`src/rtl/pll_lock_sequencer.sv`:
```
// Reset/lock supervisor for an rPLL: pulses the PLL reset, qualifies lock for a stable
// window, releases the system reset, retries on timeout and re-sequences on lock loss.
module pll_lock_sequencer #(
  parameter int RST_CYCLES    = 16,
  parameter int LOCK_TIMEOUT  = 25000,
  parameter int STABLE_CYCLES = 256,
  parameter int MAX_RETRIES   = 3
) (
  input  logic       clkin,
  input  logic       resetn,
  input  logic       pll_lock,
  input  logic       restart,
  output logic       pll_reset,
  output logic       sys_rst_n,
  output logic       ready,
  output logic       fail,
  output logic [3:0] retry_cnt,
  output logic [7:0] loss_cnt,
  output logic [2:0] dbg_state
);

  localparam int MAX_A   = (RST_CYCLES > LOCK_TIMEOUT) ? RST_CYCLES : LOCK_TIMEOUT;
  localparam int MAX_CYC = (MAX_A > STABLE_CYCLES) ? MAX_A : STABLE_CYCLES;
  localparam int CW      = (MAX_CYC > 1) ? $clog2(MAX_CYC) : 1;

  localparam logic [CW-1:0] RST_LAST    = CW'(RST_CYCLES - 1);
  localparam logic [CW-1:0] TIMEOUT_LAST = CW'(LOCK_TIMEOUT - 1);
  localparam logic [CW-1:0] STABLE_LAST = CW'(STABLE_CYCLES - 1);
  localparam logic [3:0]    RETRY_MAX   = 4'(MAX_RETRIES);

  typedef enum logic [2:0] {
    ST_HOLD   = 3'd0,
    ST_WAIT   = 3'd1,
    ST_STABLE = 3'd2,
    ST_RUN    = 3'd3,
    ST_FAIL   = 3'd4
  } state_e;

  state_e        state_q, state_d;
  logic [CW-1:0] cnt_q, cnt_d;
  logic [3:0]    retry_q, retry_d;
  logic [7:0]    loss_q, loss_d;
  logic          lock_m_q, lock_s_q;
  logic          pll_reset_q, sys_rst_n_q, ready_q, fail_q;

  always_comb begin
    state_d = state_q;
    retry_d = retry_q;
    loss_d  = loss_q;
    if (restart) begin
      state_d = ST_HOLD;
      retry_d = '0;
    end else begin
      case (state_q)
        ST_HOLD: begin
          if (cnt_q == RST_LAST) state_d = ST_WAIT;
        end
        ST_WAIT: begin
          // A lock arriving on the timeout cycle beats the timeout.
          if (lock_s_q) begin
            state_d = ST_STABLE;
          end else if (cnt_q == TIMEOUT_LAST) begin
            if (retry_q == RETRY_MAX) begin
              state_d = ST_FAIL;
            end else begin
              retry_d = retry_q + 4'd1;
              state_d = ST_HOLD;
            end
          end
        end
        ST_STABLE: begin
          if (!lock_s_q) state_d = ST_WAIT;
          else if (cnt_q == STABLE_LAST) state_d = ST_RUN;
        end
        ST_RUN: begin
          if (!lock_s_q) begin
            state_d = ST_HOLD;
            retry_d = '0;
            if (loss_q != 8'hFF) loss_d = loss_q + 8'd1;
          end
        end
        ST_FAIL: state_d = ST_FAIL;
        default: state_d = ST_HOLD;
      endcase
    end
    // A restart in HOLD keeps the state but must still restart the count.
    cnt_d = (restart || (state_d != state_q)) ? '0 : cnt_q + CW'(1);
  end

  always_ff @(posedge clkin or negedge resetn) begin
    if (!resetn) begin
      lock_m_q    <= 1'b0;
      lock_s_q    <= 1'b0;
      state_q     <= ST_HOLD;
      cnt_q       <= '0;
      retry_q     <= '0;
      loss_q      <= '0;
      pll_reset_q <= 1'b1;
      sys_rst_n_q <= 1'b0;
      ready_q     <= 1'b0;
      fail_q      <= 1'b0;
    end else begin
      lock_m_q    <= pll_lock;
      lock_s_q    <= lock_m_q;
      state_q     <= state_d;
      cnt_q       <= cnt_d;
      retry_q     <= retry_d;
      loss_q      <= loss_d;
      pll_reset_q <= (state_d == ST_HOLD) || (state_d == ST_FAIL);
      sys_rst_n_q <= (state_d == ST_RUN);
      ready_q     <= (state_d == ST_RUN);
      fail_q      <= (state_d == ST_FAIL);
    end
  end

  assign pll_reset = pll_reset_q;
  assign sys_rst_n = sys_rst_n_q;
  assign ready     = ready_q;
  assign fail      = fail_q;
  assign retry_cnt = retry_q;
  assign loss_cnt  = loss_q;
  assign dbg_state = state_q;

endmodule

```
`config.mk`:
```
export PLATFORM = sky130hd
export DESIGN_NAME = pll_lock_sequencer
export DESIGN_NICKNAME = d
export VERILOG_FILES = /design/src/rtl/pll_lock_sequencer.sv
export SDC_FILE = /design/constraint.sdc
export NUM_CORES = 1
export LEC_CHECK = 0
export CAP_MARGIN = 40
export CORE_MARGIN = 1.5
export CORE_UTILIZATION = 50
export CTS_CLUSTER_DIAMETER = 150
export DETAILED_ROUTE_END_ITERATION = 8
export PLACE_DENSITY_LB_ADDON = 0.12
export SYNTH_ARGS = -nofsm -noshare
export SYNTH_HDL_FRONTEND = slang
export SYNTH_SLANG_ARGS = --single-unit
```
`constraint.sdc`:
```
create_clock -name clkin -period 2.7 [get_ports clkin]
set_clock_uncertainty 0.1 [all_clocks]
set_input_delay 0.54 -clock clkin [delete_from_list [all_inputs] [get_ports clkin]]
set_output_delay 0.54 -clock clkin [all_outputs]
set_load 0.02 [all_outputs]
```
==> results of run 1 <==
-- final cells by class --
type                       count  area share
clock inverter                 3     0.00713
clock buffer                   5      0.0178
sequential                    35       0.416
inverter                       4     0.00713
tap                           46      0.0273
multi-input combinational    127       0.409
timing repair buffer          25       0.115
-- worst register-to-register path: stages, from the launching register on --
cell      delay (ns)
dfrtp_1         0.44
or4_4           0.57
nor4_4          0.42
o31ai_2         0.11
or3_1           0.50
a211oi_1        0.29
-- path summary, 6_finish.rpt --
path	from	endpoint	slack, ns	cells after the start
setup reg to reg	cnt_q[9]	cnt_q[8]	0.19	5
min in group asynchronous	resetn	dbg_state[0]	0.47	2
max in group asynchronous	resetn	pll_reset	1.70	2
hold / removal	lock_m_q	lock_s_q	0.27	0
hold reg to reg	lock_m_q	lock_s_q	0.27	0
setup / recovery	cnt_q[9]	cnt_q[8]	0.19	5
-- power groups by stage --
| stage | Combinational (mW) | Sequential (mW) | Clock (mW) |
|---|---|---|---|
| after global placement | 0.0484 | 0.559 | 0 |
| after CTS | 0.0500 | 0.551 | 0.289 |
| after global routing | 0.0556 | 0.552 | 0.306 |
| after floorplan | 0.0288 | 0.557 | 0 |
| after detailed placement | 0.0496 | 0.561 | 0 |
| final | 0.0486 | 0.550 | 0.280 |
-- logic make-up (layout without fill, tap and decap cells) --
family | Yosys count | in the layout | share of synthesized area
xor+xnor | 22 | 22 | 0.108
compound gates | 29 | 29 | 0.109
simple gates | 72 | 72 | 0.238
buf+inv | 11 | 37 | 0.0259
flops | 35 | 35 | 0.491
mux | 1 | 1 | 0.00631
fa+ha+maj | 3 | 3 | 0.0210
-- sequential cells by signal, summed over array words and instances, names as in the netlist --
signal     cells
lock_m_q       1
retry_cnt      4
lock_s_q       1
pll_reset      1
ready          1
cnt_q         15
loss_cnt       8
fail           1
dbg_state      3
-- metal layers --
layer / track usage / vias to the layer above / share of wire / wire length, µm
met5: 0 / - / 0 / 0
met4: 0.108 / 0 / 0.030 / 108
met3: 0.0360 / 11 / 0.039 / 141
met2: 0.324 / 39 / 0.47 / 1680
met1: 0.270 / 674 / 0.46 / 1660
li1: - / 676 / - / -
-- placed cells by master (no fill, tap or decap), types with 4 or more instances in the layout --
cell type,synthesis,routed
nor2_1,20,20
dfrtp_1,34,34
clkdlybuf4s50_1,0,22
a21oi_1,9,9
a211oi_1,9,9
or3_1,5,5
nand4_1,9,9
nand2_1,7,7
xor2_1,8,8
xnor2_1,14,14
inv_1,4,4
nand3_1,5,5
clkbuf_4,0,5
==> flow_summary.yaml, run 1 <==
clock_network:
  cts_max_path_buffers: 2
  cts_hold_buffers: 0
  insertion_delay_ns: 0.36
  cts_tree: "done"
  cts_resized: 0
  cts_root_buffer: "clkbuf_4"
  h-tree-depth: 2
  clkSinkCount: 35
  post_cts_buffers: 0
  cts_buffers: 5
  clk_pin_slew_ns: 0.12
logic_synthesis:
  netlist_top_cells_count: "dfrtp_1 (34), nor2_1 (20), xnor2_1 (14)"
  synth_nets: 180
  syn_avg_cell_area_um2: 10.3
  yosysWarnings: 0
  synth_edf_count: 0
  synth_cells: 173
  syn_area_um2: 1790
  synth.most_common_cell: "dfrtp_1"
  ys_seq_area_frac: 0.491
  synthFlopType: "dfrtp_1"
  ys_types: 40
  async_flop_share: 1.00
  yosys-top-cells-area: "dfrtp_1 (48%), xnor2_1 (6.9%), nor2_1 (4.2%)"
  synth-seq-cells: 35
  yosysTopAreaCell: "dfrtp_1"
  synth_top_area_share: 0.477
pwr:
  internal-power_mw: 0.654
  leakagePower_nw: 0.899
  ir_drop_v: 0.000284
  p_clk_frac: 0.319
  p_per_area_nw_per_um2: 417
  p_seq_frac: 0.626
  p_comb_frac: 0.055
  p_total_mw: 0.879
  sw_frac_of_total: 0.257
  p_switching_mw: 0.226
routing:
  vias: 1400
  drc: 0
  drtIter0Drc: 73
  first_pass_iters: 5
  wire_per_inst_um: 14.6
  via_per_inst: 5.71
  ant_nets: 0
  wl_um: 3590
floorplan:
  io_pins: 23
  num_rows: 21
  dieHeight_um: 62.8
  die-area_um2: 3940
  design.core.area_um2: 3390
  die_x_um: 62.8
  initial_core_util: 0.527
timing:
  finalHoldViolCount: 0
  slew_headroom: 0.575
  drv_slew: 0
  setup_slack_ns: 0.191
  final.hold.worst_slack_ns: 0.271
  tightest_slew_ns: 0.633
  min_period_ns: 2.51
  finalCritPeriodShare: 0.929
  rsz0062_at_grt: "false"
  fmax_ghz: 0.398
  tns_ns: 0
  setup_violations: 0
layout:
  diodes: 0
  syn2layout_area_growth_pct: 18.0
  multi_input_area_um2: 862
  fill_cells: 293
  fin_cells: 245
  regArea_um2: 877
  layout-drive-gt1-share: 0.116
  final_core_util: 0.622
  final_area_um2: 2110
  nets: 205
critical_path:
  path_class: "reg -> reg"
  crit_path_cell_trace: "or4_4, nor4_4, o31ai_2, or3_1, a211oi_1"
  crit_fanout: 9
  cp_top_family: "simple AND/OR/NAND/NOR gates"
  slowest_stage: "or4_4"
  max_stage_delay_ns: 0.57
  critPathCaptureType: "register"
  arrival_ns: 2.68
  cp_data_required_time_ns: 2.87
  cp_num_buf_inv: 0
  start_kind: "register"
grt:
  grt_pass1_vias: 1401
  grt_pass1_wl_um: 6350
  grt_max_degree: 36
  gr-total-overflow: 0
  grt_usage: 0.205
  antenna_found_initial: 0
place:
  place_ws_ns: 0.179
  dp_hpwl_um: 2490
  port_buffers: 22
  gp_congestion: 0.795
  dp_cells: 237
  dpl_cell_area_um2: 2050
hold_path:
  hp-class: "reg -> reg"
run:
  maxCapViolations: 0
outcome:
  status: "finished clean"
Power figures use the tool's default switching activity.
==> run 2, diff against run 1 <==
--- a/config.mk
+++ b/config.mk
@@ -11,6 +11,7 @@
 export CTS_CLUSTER_DIAMETER = 150
 export DETAILED_ROUTE_END_ITERATION = 8
 export PLACE_DENSITY_LB_ADDON = 0.12
+export REMOVE_ABC_BUFFERS = 1
 export SYNTH_ARGS = -nofsm -noshare
 export SYNTH_HDL_FRONTEND = slang
 export SYNTH_SLANG_ARGS = --single-unit
==> flow_summary.yaml, run 2 (synthesis gave the netlist of run 1 again) <==
outcome:
  status: "finished clean"
floorplan:
  initial_core_util: 0.527
  io_pins: 23
  die-area_um2: 3940
  design.core.area_um2: 3390
  dieHeight_um: 62.8
  num_rows: 21
  die_x_um: 62.8
grt:
  grt_pass1_wl_um: 6540
  grt_pass1_vias: 1361
  antenna_found_initial: 0
  grt_usage: 0.217
  gr-total-overflow: 0
  grt_max_degree: 22
routing:
  first_pass_iters: 4
  route.met2.wl_um: 1940
  via_per_inst: 5.76
  ant_nets: 0
  vias: 1423
  wl_met3_um: 143
  drtIter0Drc: 63
  wl_um: 3850
  drc: 0
  routed.top_layer: "met4"
  wire_per_inst_um: 15.6
  wl_met1_um: 1690
pwr:
  p_per_area_nw_per_um2: 411
  ir_drop_v: 0.000272
  p_total_mw: 0.879
  leakagePower_nw: 0.909
layout:
  syn2layout_area_growth_pct: 19.6
  regArea_um2: 877
  diodes: 0
  layout-drive-gt1-share: 0.119
  final_common_cell: "dfrtp_1"
  largest_register_ffs: 15
  nets: 207
  multi_input_area_um2: 866
  top_register: "cnt_q"
  fin_cells: 247
  final_cell_mix: "dfrtp_1 (34), clkdlybuf4s50_1 (22), nor2_1 (20)"
  fill_cells: 273
critical_path:
  critPathCaptureType: "register"
  cp_data_required_time_ns: 2.84
  crit_fanout: 9
  max_stage_delay_ns: 0.59
  cp_num_buf_inv: 0
  arrival_ns: 2.74
  crit_path_cell_trace: "or4_4, nor4_4, o31ai_2, or3_1, a211oi_1"
  cp_top_family: "simple AND/OR/NAND/NOR gates"
  start_kind: "register"
  slowest_stage: "or4_4"
  path_class: "reg -> reg"
timing:
  finalCritPeriodShare: 0.965
  tns_ns: 0
  rsz0062_at_grt: "false"
  min_period_ns: 2.60
  slew_headroom: 0.505
  setup_violations: 0
  fmax_ghz: 0.384
  final.hold.worst_slack_ns: 0.265
  drv_slew: 0
  finalHoldViolCount: 0
  setup_slack_ns: 0.0956
  tightest_slew_ns: 0.741
clock_network:
  h-tree-depth: 2
  cts_buffers: 5
  cts_tree: "done"
  cts_hold_buffers: 0
  clkSinkCount: 35
  insertion_delay_ns: 0.34
  cts_root_buffer: "clkbuf_4"
  clk_pin_slew_ns: 0.10
  cts_max_path_buffers: 2
place:
  port_buffers: 22
  place_ws_ns: 0.0867
  gp_congestion: 0.790
  dp_hpwl_um: 2700
  dp_cells: 237
run:
  maxCapViolations: 0
hold_path:
  hp-class: "reg -> reg"
==> run 2: cell types whose count changed in the layout (fill, tap and decap cells not counted) <==
cell and delta:
buf_12 +1, clkbuf_1 +2, o21ai_2 +1, clkinv_2 -2, o21ai_1 -1, buf_4 +1
==> run 2: layer usage <==
layer,GRT usage,vias to the layer above
li1,-,680
met5,0,-
met2,0.336,41
met3,0.0595,7
met4,0.0778,0
met1,0.294,695
==> run 2: final cells by class <==
cell class / count / share of cell area
flip-flops and latches: 35 / 0.411
multi-input cells: 127 / 0.405
repair buffers: 27 / 0.127
well taps: 46 / 0.0269
clock buffers: 7 / 0.0211
inverters: 4 / 0.00703
clock inverters: 1 / 0.00234
==> run 2: per-stage QoR <==
| stage | area [µm²] | utilization |
|---|---|---|
| global placement | 2070 | 0.610 |
| global route | 2140 | 0.630 |
| detailed placement | 2070 | 0.610 |
| finish | 2140 | 0.630 |
| CTS | 2120 | 0.625 |
| floorplan | 1750 | - |
==> run 2: report_power, final <==
part	leakage [nW]	internal, mW	total, mW	switching (mW)
Combinational	0.402	0.0225	0.0532	0.0307
Sequential	0.478	0.536	0.551	0.0148
Clock	0.0293	0.101	0.274	0.173
Total	0.909	0.660	0.879	0.218
==> run 2: what timing repair did <==
| item | 4_1_cts | 5_1_grt |
|---|---|---|
| setup buffers | 0 | 2 |
| gates resized for setup | 0 | 1 |
| setup endpoints to repair | 0 | 8 |
==> run 2: final timing paths <==
kind | start | endpoint | slack, ns | depth (start not counted)
min reg2reg | lock_m_q | lock_s_q | 0.27 | 0
max in group asynchronous | resetn | retry_cnt[1] | 1.42 | 2
min in group asynchronous | resetn | cnt_q[5] | 0.53 | 1
max reg2reg | cnt_q[9] | cnt_q[1] | 0.1 | 5
max | cnt_q[9] | cnt_q[1] | 0.1 | 5
min | lock_m_q | lock_s_q | 0.27 | 0
==> run 3, diff against run 2 <==
--- a/config.mk
+++ b/config.mk
@@ -12,6 +12,7 @@
 export DETAILED_ROUTE_END_ITERATION = 8
 export PLACE_DENSITY_LB_ADDON = 0.12
 export REMOVE_ABC_BUFFERS = 1
+export SLEW_MARGIN = 5
 export SYNTH_ARGS = -nofsm -noshare
 export SYNTH_HDL_FRONTEND = slang
 export SYNTH_SLANG_ARGS = --single-unit
==> results of run 3 <==
Final layout, timing and power as in run 2 (identical DEF).
